--- src/rtl/nand_phy_dq_rdcal.sv ---
// rtl/nand_phy_dq_rdcal.sv - DQ byte-lane read-capture IDELAY calibration; optional debug taps via NAND_DQ_RDCAL_DBG_EN
module nand_phy_dq_rdcal #(
  parameter int                  DQ_WIDTH   = 8,
  parameter int                  TAP_MAX    = 31,
  parameter logic [DQ_WIDTH-1:0] PAT_RISE   = 8'hA5,
  parameter logic [DQ_WIDTH-1:0] PAT_FALL   = 8'h5A,
  parameter int                  SETTLE_CYC = 8,
  parameter int                  SAMPLE_CYC = 16,
  parameter int                  MIN_WIN    = 4,
  localparam int                 TW         = $clog2(TAP_MAX + 1)
) (
  input  logic                clk90,
  input  logic                rst90_n,
  input  logic                cal_start,
  input  logic [DQ_WIDTH-1:0] rd_data_rise,
  input  logic [DQ_WIDTH-1:0] rd_data_fall,
  output logic                dlyinc,
  output logic [DQ_WIDTH-1:0] dlyce,
  output logic                dlyrst,
  output logic                cal_busy,
  output logic                cal_done,
  output logic                cal_err,
  output logic [DQ_WIDTH-1:0] lane_err
`ifdef NAND_DQ_RDCAL_DBG_EN
  ,
  output logic [DQ_WIDTH*3*TW-1:0] dbg_win,
  output logic [TW-1:0]            dbg_tap
`endif
);

  localparam int CNT_MAX = (SETTLE_CYC > SAMPLE_CYC) ? SETTLE_CYC : SAMPLE_CYC;
  localparam int CW      = $clog2(CNT_MAX + 1);

  typedef enum logic [3:0] {
    S_IDLE,
    S_RST_TAPS,
    S_SETTLE,
    S_SAMPLE,
    S_EVAL,
    S_STEP,
    S_CALC,
    S_CTR_RST,
    S_CTR_INC,
    S_DONE
  } state_t;

  state_t              state;
  logic [TW-1:0]       tap;
  logic [CW-1:0]       cnt;
  logic [TW-1:0]       k;
  logic [DQ_WIDTH-1:0] pass_acc;
  logic [DQ_WIDTH-1:0] in_win;
  logic [DQ_WIDTH-1:0] locked;
  logic [DQ_WIDTH-1:0] lane_bad;
  logic [TW-1:0]       win_start [DQ_WIDTH];
  logic [TW-1:0]       win_end   [DQ_WIDTH];
  logic [TW-1:0]       centre    [DQ_WIDTH];

  logic [DQ_WIDTH-1:0] lane_ok;
  logic [TW:0]         calc_sum    [DQ_WIDTH];
  logic [TW:0]         calc_span   [DQ_WIDTH];
  logic [TW-1:0]       calc_centre [DQ_WIDTH];
  logic [DQ_WIDTH-1:0] calc_bad;
  logic [TW-1:0]       max_centre;

  // a lane passes a cycle only when both edges carry its training bit
  assign lane_ok = ~((rd_data_rise ^ PAT_RISE) | (rd_data_fall ^ PAT_FALL));

  // window width and floor-centre per lane; extra bit keeps start+end from wrapping
  always_comb begin
    calc_sum    = '{default: '0};
    calc_span   = '{default: '0};
    calc_centre = '{default: '0};
    calc_bad    = '0;
    for (int i = 0; i < DQ_WIDTH; i++) begin
      calc_sum[i]    = {1'b0, win_end[i]} + {1'b0, win_start[i]};
      calc_span[i]   = {1'b0, win_end[i]} - {1'b0, win_start[i]} + (TW+1)'(1);
      calc_bad[i]    = !in_win[i] || (calc_span[i] < (TW+1)'(MIN_WIN));
      calc_centre[i] = calc_bad[i] ? '0 : calc_sum[i][TW:1];
    end
  end

  // largest centre sets how long the re-load stepping phase runs
  always_comb begin
    max_centre = '0;
    for (int i = 0; i < DQ_WIDTH; i++) begin
      if (centre[i] > max_centre) max_centre = centre[i];
    end
  end

  // calibration sequencer; outputs are registered and set on entry to the state that owns them
  always_ff @(posedge clk90) begin
    if (!rst90_n) begin
      state    <= S_IDLE;
      dlyinc   <= 1'b0;
      dlyce    <= '0;
      dlyrst   <= 1'b0;
      cal_busy <= 1'b0;
      cal_done <= 1'b0;
      cal_err  <= 1'b0;
      lane_err <= '0;
      tap      <= '0;
      cnt      <= '0;
      k        <= '0;
      pass_acc <= '0;
      in_win   <= '0;
      locked   <= '0;
      lane_bad <= '0;
      for (int i = 0; i < DQ_WIDTH; i++) begin
        win_start[i] <= '0;
        win_end[i]   <= '0;
        centre[i]    <= '0;
      end
    end else begin
      case (state)
        S_IDLE, S_DONE: begin
          if (cal_start) begin
            state    <= S_RST_TAPS;
            dlyrst   <= 1'b1;
            cal_busy <= 1'b1;
            cal_done <= 1'b0;
            cal_err  <= 1'b0;
            lane_err <= '0;
            tap      <= '0;
            in_win   <= '0;
            locked   <= '0;
          end
        end
        S_RST_TAPS: begin
          dlyrst <= 1'b0;
          cnt    <= '0;
          state  <= S_SETTLE;
        end
        S_SETTLE: begin
          if (cnt == CW'(SETTLE_CYC - 1)) begin
            cnt      <= '0;
            pass_acc <= '1;
            state    <= S_SAMPLE;
          end else begin
            cnt <= cnt + CW'(1);
          end
        end
        S_SAMPLE: begin
          pass_acc <= pass_acc & lane_ok;
          if (cnt == CW'(SAMPLE_CYC - 1)) begin
            state <= S_EVAL;
          end else begin
            cnt <= cnt + CW'(1);
          end
        end
        S_EVAL: begin
          for (int i = 0; i < DQ_WIDTH; i++) begin
            if (!locked[i]) begin
              if (pass_acc[i]) begin
                if (!in_win[i]) begin
                  win_start[i] <= tap;
                  in_win[i]    <= 1'b1;
                end
                win_end[i] <= tap;
              end else if (in_win[i]) begin
                locked[i] <= 1'b1;
              end
            end
          end
          if (tap == TW'(TAP_MAX)) begin
            state <= S_CALC;
          end else begin
            state  <= S_STEP;
            dlyinc <= 1'b1;
            dlyce  <= '1;
          end
        end
        S_STEP: begin
          dlyinc <= 1'b0;
          dlyce  <= '0;
          tap    <= tap + TW'(1);
          cnt    <= '0;
          state  <= S_SETTLE;
        end
        S_CALC: begin
          for (int i = 0; i < DQ_WIDTH; i++) centre[i] <= calc_centre[i];
          lane_bad <= calc_bad;
          dlyrst   <= 1'b1;
          state    <= S_CTR_RST;
        end
        S_CTR_RST: begin
          dlyrst <= 1'b0;
          if (max_centre == '0) begin
            cal_done <= 1'b1;
            cal_busy <= 1'b0;
            cal_err  <= |lane_bad;
            lane_err <= lane_bad;
            state    <= S_DONE;
          end else begin
            dlyinc <= 1'b1;
            for (int i = 0; i < DQ_WIDTH; i++) dlyce[i] <= (centre[i] != '0);
            k     <= TW'(1);
            state <= S_CTR_INC;
          end
        end
        S_CTR_INC: begin
          if (k == max_centre) begin
            dlyinc   <= 1'b0;
            dlyce    <= '0;
            cal_done <= 1'b1;
            cal_busy <= 1'b0;
            cal_err  <= |lane_bad;
            lane_err <= lane_bad;
            state    <= S_DONE;
          end else begin
            for (int i = 0; i < DQ_WIDTH; i++) dlyce[i] <= (k < centre[i]);
            k <= k + TW'(1);
          end
        end
        default: state <= S_IDLE;
      endcase
    end
  end

`ifdef NAND_DQ_RDCAL_DBG_EN
  // debug mirror of the live sweep tap and per-lane {centre,end,start}
  always_ff @(posedge clk90) begin
    if (!rst90_n) begin
      dbg_win <= '0;
      dbg_tap <= '0;
    end else begin
      dbg_tap <= tap;
      for (int i = 0; i < DQ_WIDTH; i++) begin
        dbg_win[i*3*TW +: 3*TW] <= {centre[i], win_end[i], win_start[i]};
      end
    end
  end
`endif

endmodule
--- config.mk ---
export PLATFORM = sky130hd
export DESIGN_NAME = nand_phy_dq_rdcal
export DESIGN_NICKNAME = d
export VERILOG_FILES = /design/src/rtl/nand_phy_dq_rdcal.sv
export SDC_FILE = /design/constraint.sdc
export NUM_CORES = 1
export LEC_CHECK = 0
export CAP_MARGIN = 20
export CORE_MARGIN = 2
export CORE_UTILIZATION = 63
export CTS_CLUSTER_DIAMETER = 100
export CTS_CLUSTER_SIZE = 30
export DETAILED_ROUTE_END_ITERATION = 8
export PLACE_DENSITY = 0.88
export SYNTH_ARGS = -nofsm -noshare
export SYNTH_HDL_FRONTEND = slang
export SYNTH_SLANG_ARGS = --single-unit
export TNS_END_PERCENT = 50
--- constraint.sdc ---
create_clock -name clk90 -period 12.5 [get_ports clk90]
set_input_delay 1.875 -clock clk90 [delete_from_list [all_inputs] [get_ports clk90]]
set_output_delay 1.875 -clock clk90 [all_outputs]
set_load 0.03 [all_outputs]
==> results of run 1 <==
## state kept, by name (all words and copies together) (netlist names), 4 cells and up
| register | flops |
|---|---|
| state | 4 |
| locked | 8 |
| lane_err | 8 |
| win_start | 40 |
| centre | 40 |
| dlyce | 8 |
| win_end | 40 |
| cnt | 5 |
| tap | 5 |
| k | 5 |
| pass_acc | 8 |
| lane_bad | 8 |
| in_win | 8 |
## metal layers
layer / global-route usage / vias to the layer above / wire, um
li1: - / 4926 / -
met1: 0.380 / 4808 / 13100
met2: 0.501 / 414 / 14900
met3: 0.0376 / 77 / 1940
met4: 0.112 / 0 / 839
met5: 0 / - / 0
## cell families after synthesis
group / count (synthesis) / share of synthesized area
xor gates and xnor gates: 52 / 0.0355
buffers and inverters: 172 / 0.0515
muxes: 13 / 0.0102
DFF: 192 / 0.393
AOI/OAI and AO/OA: 293 / 0.153
and+or+nand+nor: 488 / 0.176
adders and majority gates: 176 / 0.181
## worst paths after layout
check	slack [ns]	from	endpoint	cells after the start
setup / recovery	0.66	centre[0][9]$_SDFFCE_PP0P_	lane_err[2]$_SDFFE_PN0P_	46
hold / removal	0.46	locked[5]$_SDFFE_PN0P_	locked[5]$_SDFFE_PN0P_	2
setup reg to reg	0.66	centre[0][9]$_SDFFCE_PP0P_	lane_err[2]$_SDFFE_PN0P_	46
hold reg to reg	0.46	locked[5]$_SDFFE_PN0P_	locked[5]$_SDFFE_PN0P_	2
## cell usage in the layout, fill, tap and decap left out, types with 6 or more instances in the layout
master / Yosys / layout
sky130_fd_sc_hd__or2_2: 6 / 6
sky130_fd_sc_hd__xnor2_1: 35 / 35
sky130_fd_sc_hd__o21a_1: 6 / 6
sky130_fd_sc_hd__buf_4: 1 / 7
sky130_fd_sc_hd__clkdlybuf4s50_1: 0 / 38
sky130_fd_sc_hd__nor2_1: 212 / 212
sky130_fd_sc_hd__and3_1: 12 / 12
sky130_fd_sc_hd__o211ai_1: 8 / 8
sky130_fd_sc_hd__dfxtp_1: 72 / 72
sky130_fd_sc_hd__o22ai_1: 7 / 7
sky130_fd_sc_hd__inv_1: 137 / 137
sky130_fd_sc_hd__a31oi_1: 20 / 18
sky130_fd_sc_hd__a211oi_1: 14 / 14
sky130_fd_sc_hd__nand4_1: 15 / 15
sky130_fd_sc_hd__xor2_1: 17 / 17
sky130_fd_sc_hd__nor3_1: 14 / 13
sky130_fd_sc_hd__clkbuf_16: 0 / 17
sky130_fd_sc_hd__a21oi_1: 77 / 76
sky130_fd_sc_hd__nand3_1: 25 / 25
sky130_fd_sc_hd__fa_1: 16 / 16
sky130_fd_sc_hd__nor2b_1: 25 / 25
sky130_fd_sc_hd__o21bai_1: 13 / 13
sky130_fd_sc_hd__nand2b_1: 17 / 16
sky130_fd_sc_hd__edfxtp_1: 120 / 120
sky130_fd_sc_hd__and2_1: 13 / 13
sky130_fd_sc_hd__nor4_1: 7 / 7
sky130_fd_sc_hd__mux2i_1: 12 / 11
sky130_fd_sc_hd__ha_1: 160 / 160
sky130_fd_sc_hd__nand2_1: 107 / 106
sky130_fd_sc_hd__nand3b_1: 17 / 17
sky130_fd_sc_hd__a21o_1: 16 / 16
sky130_fd_sc_hd__o21ai_0: 63 / 62
## power by group through the flow
stage	Clock, mW	Combinational (mW)	Sequential [mW]
floorplan	0	0.605	0.744
global placement	0	0.771	0.745
detailed placement	0	0.782	0.747
CTS	0.561	0.786	0.734
global route	0.583	0.919	0.738
finish	0.558	0.841	0.735
## synth_stat cells (all sizes together) (5+ instances only)
cell type | number | share of area
o21bai | 13 | 0.0076
nand2 | 107 | 0.031
and3 | 12 | 0.0058
o31ai | 7 | 0.0049
o211ai | 8 | 0.0047
a21oi | 82 | 0.033
nor2b | 25 | 0.012
nand4 | 15 | 0.0073
edfxtp | 120 | 0.28
xnor2 | 35 | 0.024
nor2 | 212 | 0.062
nor4 | 7 | 0.0034
xor2 | 17 | 0.012
nand3 | 25 | 0.0097
and2 | 14 | 0.0070
or2 | 8 | 0.0039
buf | 7 | 0.0033
a41oi | 5 | 0.0040
o22ai | 7 | 0.0034
a211oi | 16 | 0.010
mux2i | 12 | 0.0094
fa | 16 | 0.025
dfxtp | 72 | 0.11
o21a | 7 | 0.0042
ha | 160 | 0.16
a21o | 16 | 0.0094
nand2b | 17 | 0.0083
inv | 137 | 0.040
a31oi | 20 | 0.0097
o21ai | 67 | 0.026
a31o | 5 | 0.0034
nand3b | 17 | 0.0099
nor3 | 14 | 0.0055
clkbuf | 27 | 0.0079
## critical path: cells and delay by family, from the launching register on
kind | cells | cell delay [ns]
compound gates | 22 | 5.93
fa+ha+maj | 7 | 2.15
buf+inv | 2 | 0.34
flops | 1 | 0.46
mux | 2 | 0.65
simple gates | 13 | 2.16
## stage by stage
stage | utilization | hold slack (ns) | power (mW)
after global routing | 0.705 | 0.475 | 2.24
final | 0.705 | 0.464 | 2.13
after floorplan | - | 0.428 | 1.35
after global placement | 0.670 | 0.438 | 1.52
after CTS | 0.700 | 0.464 | 2.08
after detailed placement | 0.670 | 0.448 | 1.53
## final cells by class
type | count | area [sq um]
clock buffers | 18 | 439
fillers | 1429 | 5940
multi-input cells | 1022 | 7220
inverters | 138 | 518
well taps | 270 | 338
repair buffers | 46 | 438
clock inverters | 14 | 168
flip-flops and latches | 192 | 5040
## timing repair
action	CTS	global route
setup endpoints to repair	0	28
resized for setup	0	14
setup buffers	0	1
endpoints found under the hold margin	0	0
==> reports/results.ini, run 1 <==
[status]
outcome = finished, final reports clean

[critical_path]
worstSetupEndpointType = flip-flop
worst_setup_path_start_kind = flip-flop
worst_ep_required_time_ns = 12.86
crit_path_max_fo = 12
critical-path-slowest-cell = sky130_fd_sc_hd__edfxtp_1
critical-path-max-stage-delay_ns = 0.46
critPathMostFrequentCell = sky130_fd_sc_hd__ha_1
arrival_ns = 12.20
setup.worst_path.class = reg2reg

[global_routing]
initial_antenna_violation_count = 0
largest_net_degree_at_the_start_of_global_routing = 58
grt_use_total = 0.292
grt_pass1_wl_mm = 50.3
first_global_vias = 10200
grt.overflow.total = 0

[yosys]
post_synth_inst_count = 1386
postSynth.topFlopCell = sky130_fd_sc_hd__edfxtp_1
synth_sequential_area_ratio = 0.393
syn-num-nets = 1581
synth_edf_count = 120
async_reset_ff_frac = 0
synth_cell_type_count = 83
yosys_register_bits = 192
post_synth.cell_area_avg_sq_um = 9.26
synth_warnings = 0
synth_area_sq_mm = 0.0128

[timing]
finalClockSkew_ns = 0.0106
slew_violations = 0
max_slew.worst_pin.slew_ns = 0.993
period_needed_ns = 11.84
unrepaired_setup_endpoints_after_global_routing = no
fin_crit_sh = 0.947
setup_ws_final_ns = 0.664
hold_viol_final = 0
finalSetupTns_ns = 0
relSlewSlack = 0.334
max_clock_freq_mhz = 84.5
setup-violations-final = 0

[finish]
n_antenna_cell = 0
final_nets = 1612
post_route_cells_drive_above_1_share = 0.0608
syn_to_final_growth_pct = 10.3
design_area_sq_mm = 0.0142
instances_no_fill = 1700

[placed_design]
post_placement_cell_count = 1667
preCtsSetupSlack_ns = 0.222
dpl.hpwl_mm = 23.4
place.gp.congestion = 0.921
placed_area_sq_mm = 0.0135
place.port_buffers = 39

[routing]
residual_drc = 0
dr_iter_0_viols = 922
via_cell_ratio = 6.01
postRouteAntennaNets = 0
vias = 10200
route.detailed.wl_per_inst_um = 18.1
detail_route.first_pass.iterations = 5
postRouteWirelength_mm = 30.8

[power]
power-per-cell-area_mw_per_mm2 = 151
power.sequential.fraction = 0.344
internal_power_mw = 1.31
share_of_total_power_in_the_clock_network = 0.262
power.switching_fraction = 0.384
power_frac_comb = 0.394
net-switching-power_mw = 0.820
worst_ir_drop_vdd_v = 0.000106
power_leakage_nw = 5.78

[clock_tree]
clock_tree.buffer_depth = 2
ctsHtreeMaxLevel = 4
clock_latency_ns = 0.45
ctsRootBufferMaster = sky130_fd_sc_hd__clkbuf_16
cts_hold_repair.buffers = 0
worst_setup_hold_path_clk_slew_ns = 0.08
tritoncts = done
cts_buf_count = 17
clock_sink_count = 192

[die]
floorplan.core_area_sq_mm = 0.0201
ios = 40
die-height_um = 147
initial_core_util = 0.639
die_width_um = 147
design.die.area_sq_mm = 0.0215
std_cell_rows = 52

[flow_run]
maxCapViolations = 0

[min_path]
worstHoldPathType = reg2reg

Power figures use the tool's default switching activity.
==> inputs of run 2 (changes only) <==
==> constraint.sdc (replaced) <==
create_clock -name clk90 -period 11 [get_ports clk90]
set_input_delay 1.65 -clock clk90 [delete_from_list [all_inputs] [get_ports clk90]]
set_output_delay 1.65 -clock clk90 [all_outputs]
set_load 0.03 [all_outputs]
==> run 2 against run 1 <==
Net effect:
- setup slack got worse by 0.53 ns
- via count is 2.2% higher
- sequential power rose by 14%
- cell count rose by 2.1%
- critical path depth is 7 higher
- utilization up 2.4 points
- die area stayed put
- clock power increased by 13%
- clock skew up 0.0020 ns
- sequential share of layout area shrank 1.2 points
- total power grew 22%
- combinational power rose by 34%
- largest power group unchanged
==> reports/results.ini, run 2 (same netlist as run 1, synthesis figures left out) <==
[status]
outcome = finished, final reports clean

[clock_tree]
cts_buf_count = 17  ; unchanged
ctsHtreeMaxLevel = 4  ; unchanged
tritoncts = done
ctsRootBufferMaster = sky130_fd_sc_hd__clkbuf_16
clock_tree.buffer_depth = 2  ; unchanged
clock_latency_ns = 0.44  ; about the same
worst_setup_hold_path_clk_slew_ns = 0.07  ; about the same
clock_sink_count = 192  ; unchanged

[placed_design]
placed_area_sq_mm = 0.0136  ; +1.1%
place.port_buffers = 39  ; unchanged
dpl.hpwl_mm = 23.5  ; +0.26%
preCtsSetupSlack_ns = -0.127  ; -0.349 ns
place.gp.congestion = 0.930  ; +0.99%

[routing]
vias = 10400  ; +2.2%
via_cell_ratio = 6.02  ; about the same
residual_drc = 0  ; unchanged
detail_route.first_pass.iterations = 6  ; +1
postRouteWirelength_mm = 31.5  ; +2.1%
postRouteAntennaNets = 0  ; unchanged
route.detailed.wl_per_inst_um = 18.1  ; about the same
dr_iter_0_viols = 855  ; -7.3%

[min_path]
worstHoldPathType = reg2reg

[finish]
sequential_cell_area_sq_mm = 0.00504  ; unchanged
largestRegisters = centre x40, win_end x40, win_start x40
syn_to_final_growth_pct = 14.1
multi_input_comb_area_sq_mm = 0.00744  ; +3.1%
final_nets = 1648  ; +2.2%
n_antenna_cell = 0  ; unchanged
most_common_cell_after_layout_fill_and_taps_aside = sky130_fd_sc_hd__nor2_1
post_route_cells_drive_above_1_share = 0.111  ; +0.0503
design_area_sq_mm = 0.0147  ; +3.5%
number_of_fill_cells_in_the_layout = 1383  ; -3.2%
final_cell_mix = sky130_fd_sc_hd__nor2_1, sky130_fd_sc_hd__ha_1, sky130_fd_sc_hd__inv_1, sky130_fd_sc_hd__edfxtp_1, sky130_fd_sc_hd__nand2_1

[global_routing]
grt.overflow.total = 0  ; unchanged
initial_antenna_violation_count = 0  ; unchanged
grt_pass1_wl_mm = 49.9  ; -0.75%
largest_net_degree_at_the_start_of_global_routing = 58  ; unchanged
grt_use_total = 0.290  ; -0.00267
first_global_vias = 10100  ; -1.1%

[power]
power-per-cell-area_mw_per_mm2 = 177  ; +18%
power.switching_fraction = 0.382  ; -0.00162
internal_power_mw = 1.61  ; +22%
net-switching-power_mw = 0.994  ; +21%
power_frac_comb = 0.436  ; +0.042
power.sequential.fraction = 0.321  ; -0.023
share_of_total_power_in_the_clock_network = 0.243  ; -0.019
worst_ir_drop_vdd_v = 0.000114  ; +7.9%
power_leakage_nw = 5.99  ; +3.6%

[timing]
max_slew.worst_pin.slew_ns = 0.957  ; -0.0366 ns
setup_ws_final_ns = 0.131  ; -0.533 ns
setup-violations-final = 0  ; unchanged
relSlewSlack = 0.362  ; +0.0280
slew_violations = 0  ; unchanged
finalClockSkew_ns = 0.0126  ; +0.00203 ns
finalSetupTns_ns = 0  ; unchanged
hold_viol_final = 0  ; unchanged
period_needed_ns = 10.87  ; -0.967 ns
max_clock_freq_mhz = 92.0  ; +8.9%
fin_crit_sh = 0.988  ; +0.0412

[flow_run]
maxCapViolations = 0  ; unchanged

[die]
floorplan.core_area_sq_mm = 0.0201  ; unchanged
die_width_um = 147  ; unchanged
die-height_um = 147  ; unchanged
design.die.area_sq_mm = 0.0215  ; unchanged
ios = 40  ; unchanged
initial_core_util = 0.639  ; unchanged
std_cell_rows = 52  ; unchanged

[critical_path]
worst_ep_required_time_ns = 11.36  ; -1.50 ns
setup.worst_path.class = reg2reg
critical-path-max-stage-delay_ns = 0.44  ; -0.02 ns
worstSetupEndpointType = flip-flop
arrival_ns = 11.23  ; -0.97 ns
critPathMostFrequentCell = sky130_fd_sc_hd__ha_1
critical-path-slowest-cell = sky130_fd_sc_hd__edfxtp_1
worst_setup_path_start_kind = flip-flop
crit_path_max_fo = 8  ; -4

run 2: changes by cell type in the layout (fill, tap and decap cells not counted), moves of 4 or more:
cell / delta
sky130_fd_sc_hd__buf_4: +35
sky130_fd_sc_hd__a21oi_1: -5
sky130_fd_sc_hd__nor2_1: -5
sky130_fd_sc_hd__nor2_2: +5
sky130_fd_sc_hd__a21oi_2: +4
sky130_fd_sc_hd__nor3_1: -4
run 2: stage by stage:
stage	hold slack (ns)	util	std cells	power, mW
2_1_floorplan	0.428	-	1386	1.53
3_3_place_gp	0.438	0.677	1686	1.78
3_5_place_dp	0.448	0.677	1686	1.80
4_1_cts	0.458	0.708	1719	2.43
5_1_grt	0.487	0.729	1736	2.72
6_report	0.459	0.729	1736	2.60
run 2: path summary, 6_finish.rpt:
kind,from,to,slack [ns],depth (start not counted)
worst max-delay path,centre[0][9]$_SDFFCE_PP0P_,lane_err[3]$_SDFFE_PN0P_,0.13,53
worst min-delay path,lane_err[2]$_SDFFE_PN0P_,lane_err[2]$_SDFFE_PN0P_,0.46,2
worst max register to register,centre[0][9]$_SDFFCE_PP0P_,lane_err[3]$_SDFFE_PN0P_,0.13,53
worst min register to register,lane_err[2]$_SDFFE_PN0P_,lane_err[2]$_SDFFE_PN0P_,0.46,2
run 2: power by group through the flow:
stage / clock network [mW] / registers (mW) / logic [mW]
after global placement: 0 / 0.848 / 0.928
after detailed placement: 0 / 0.850 / 0.954
after global routing: 0.659 / 0.841 / 1.22
after CTS: 0.633 / 0.834 / 0.963
final: 0.631 / 0.836 / 1.13
after floorplan: 0 / 0.846 / 0.688
run 2: timing repair:
item,CTS,global route
endpoints found under the setup margin,11,28
pin swaps,1,17
buffers inserted,1,17
resized for setup,1,67
hold buffers,0,0
run 2: worst max-delay path: cells and delay by family (launching register included):
kind	cells	cell delay (ns)
AO/OA/AOI/OAI	21	4.34
adder cells (fa/ha/maj)	7	2.15
AND/OR/NAND/NOR	17	2.64
multiplexers	1	0.20
flip-flops	1	0.44
buffers and inverters	7	0.99
run 2: cell type report:
class                      instances  share of cell area
multi-input combinational       1022               0.508
sequential                       192               0.344
timing repair buffer              82              0.0486
inverter                         138              0.0354
clock buffer                      17              0.0290
tap                              270              0.0231
clock inverter                    15              0.0119
run 2: layer usage:
| metal | up-vias | wire (um) | track usage |
|---|---|---|---|
| met5 | - | 0 | 0 |
| met4 | 0 | 785 | 0.113 |
| li1 | 4994 | - | - |
| met3 | 67 | 2380 | 0.0416 |
| met2 | 487 | 15300 | 0.493 |
| met1 | 4900 | 13000 | 0.376 |
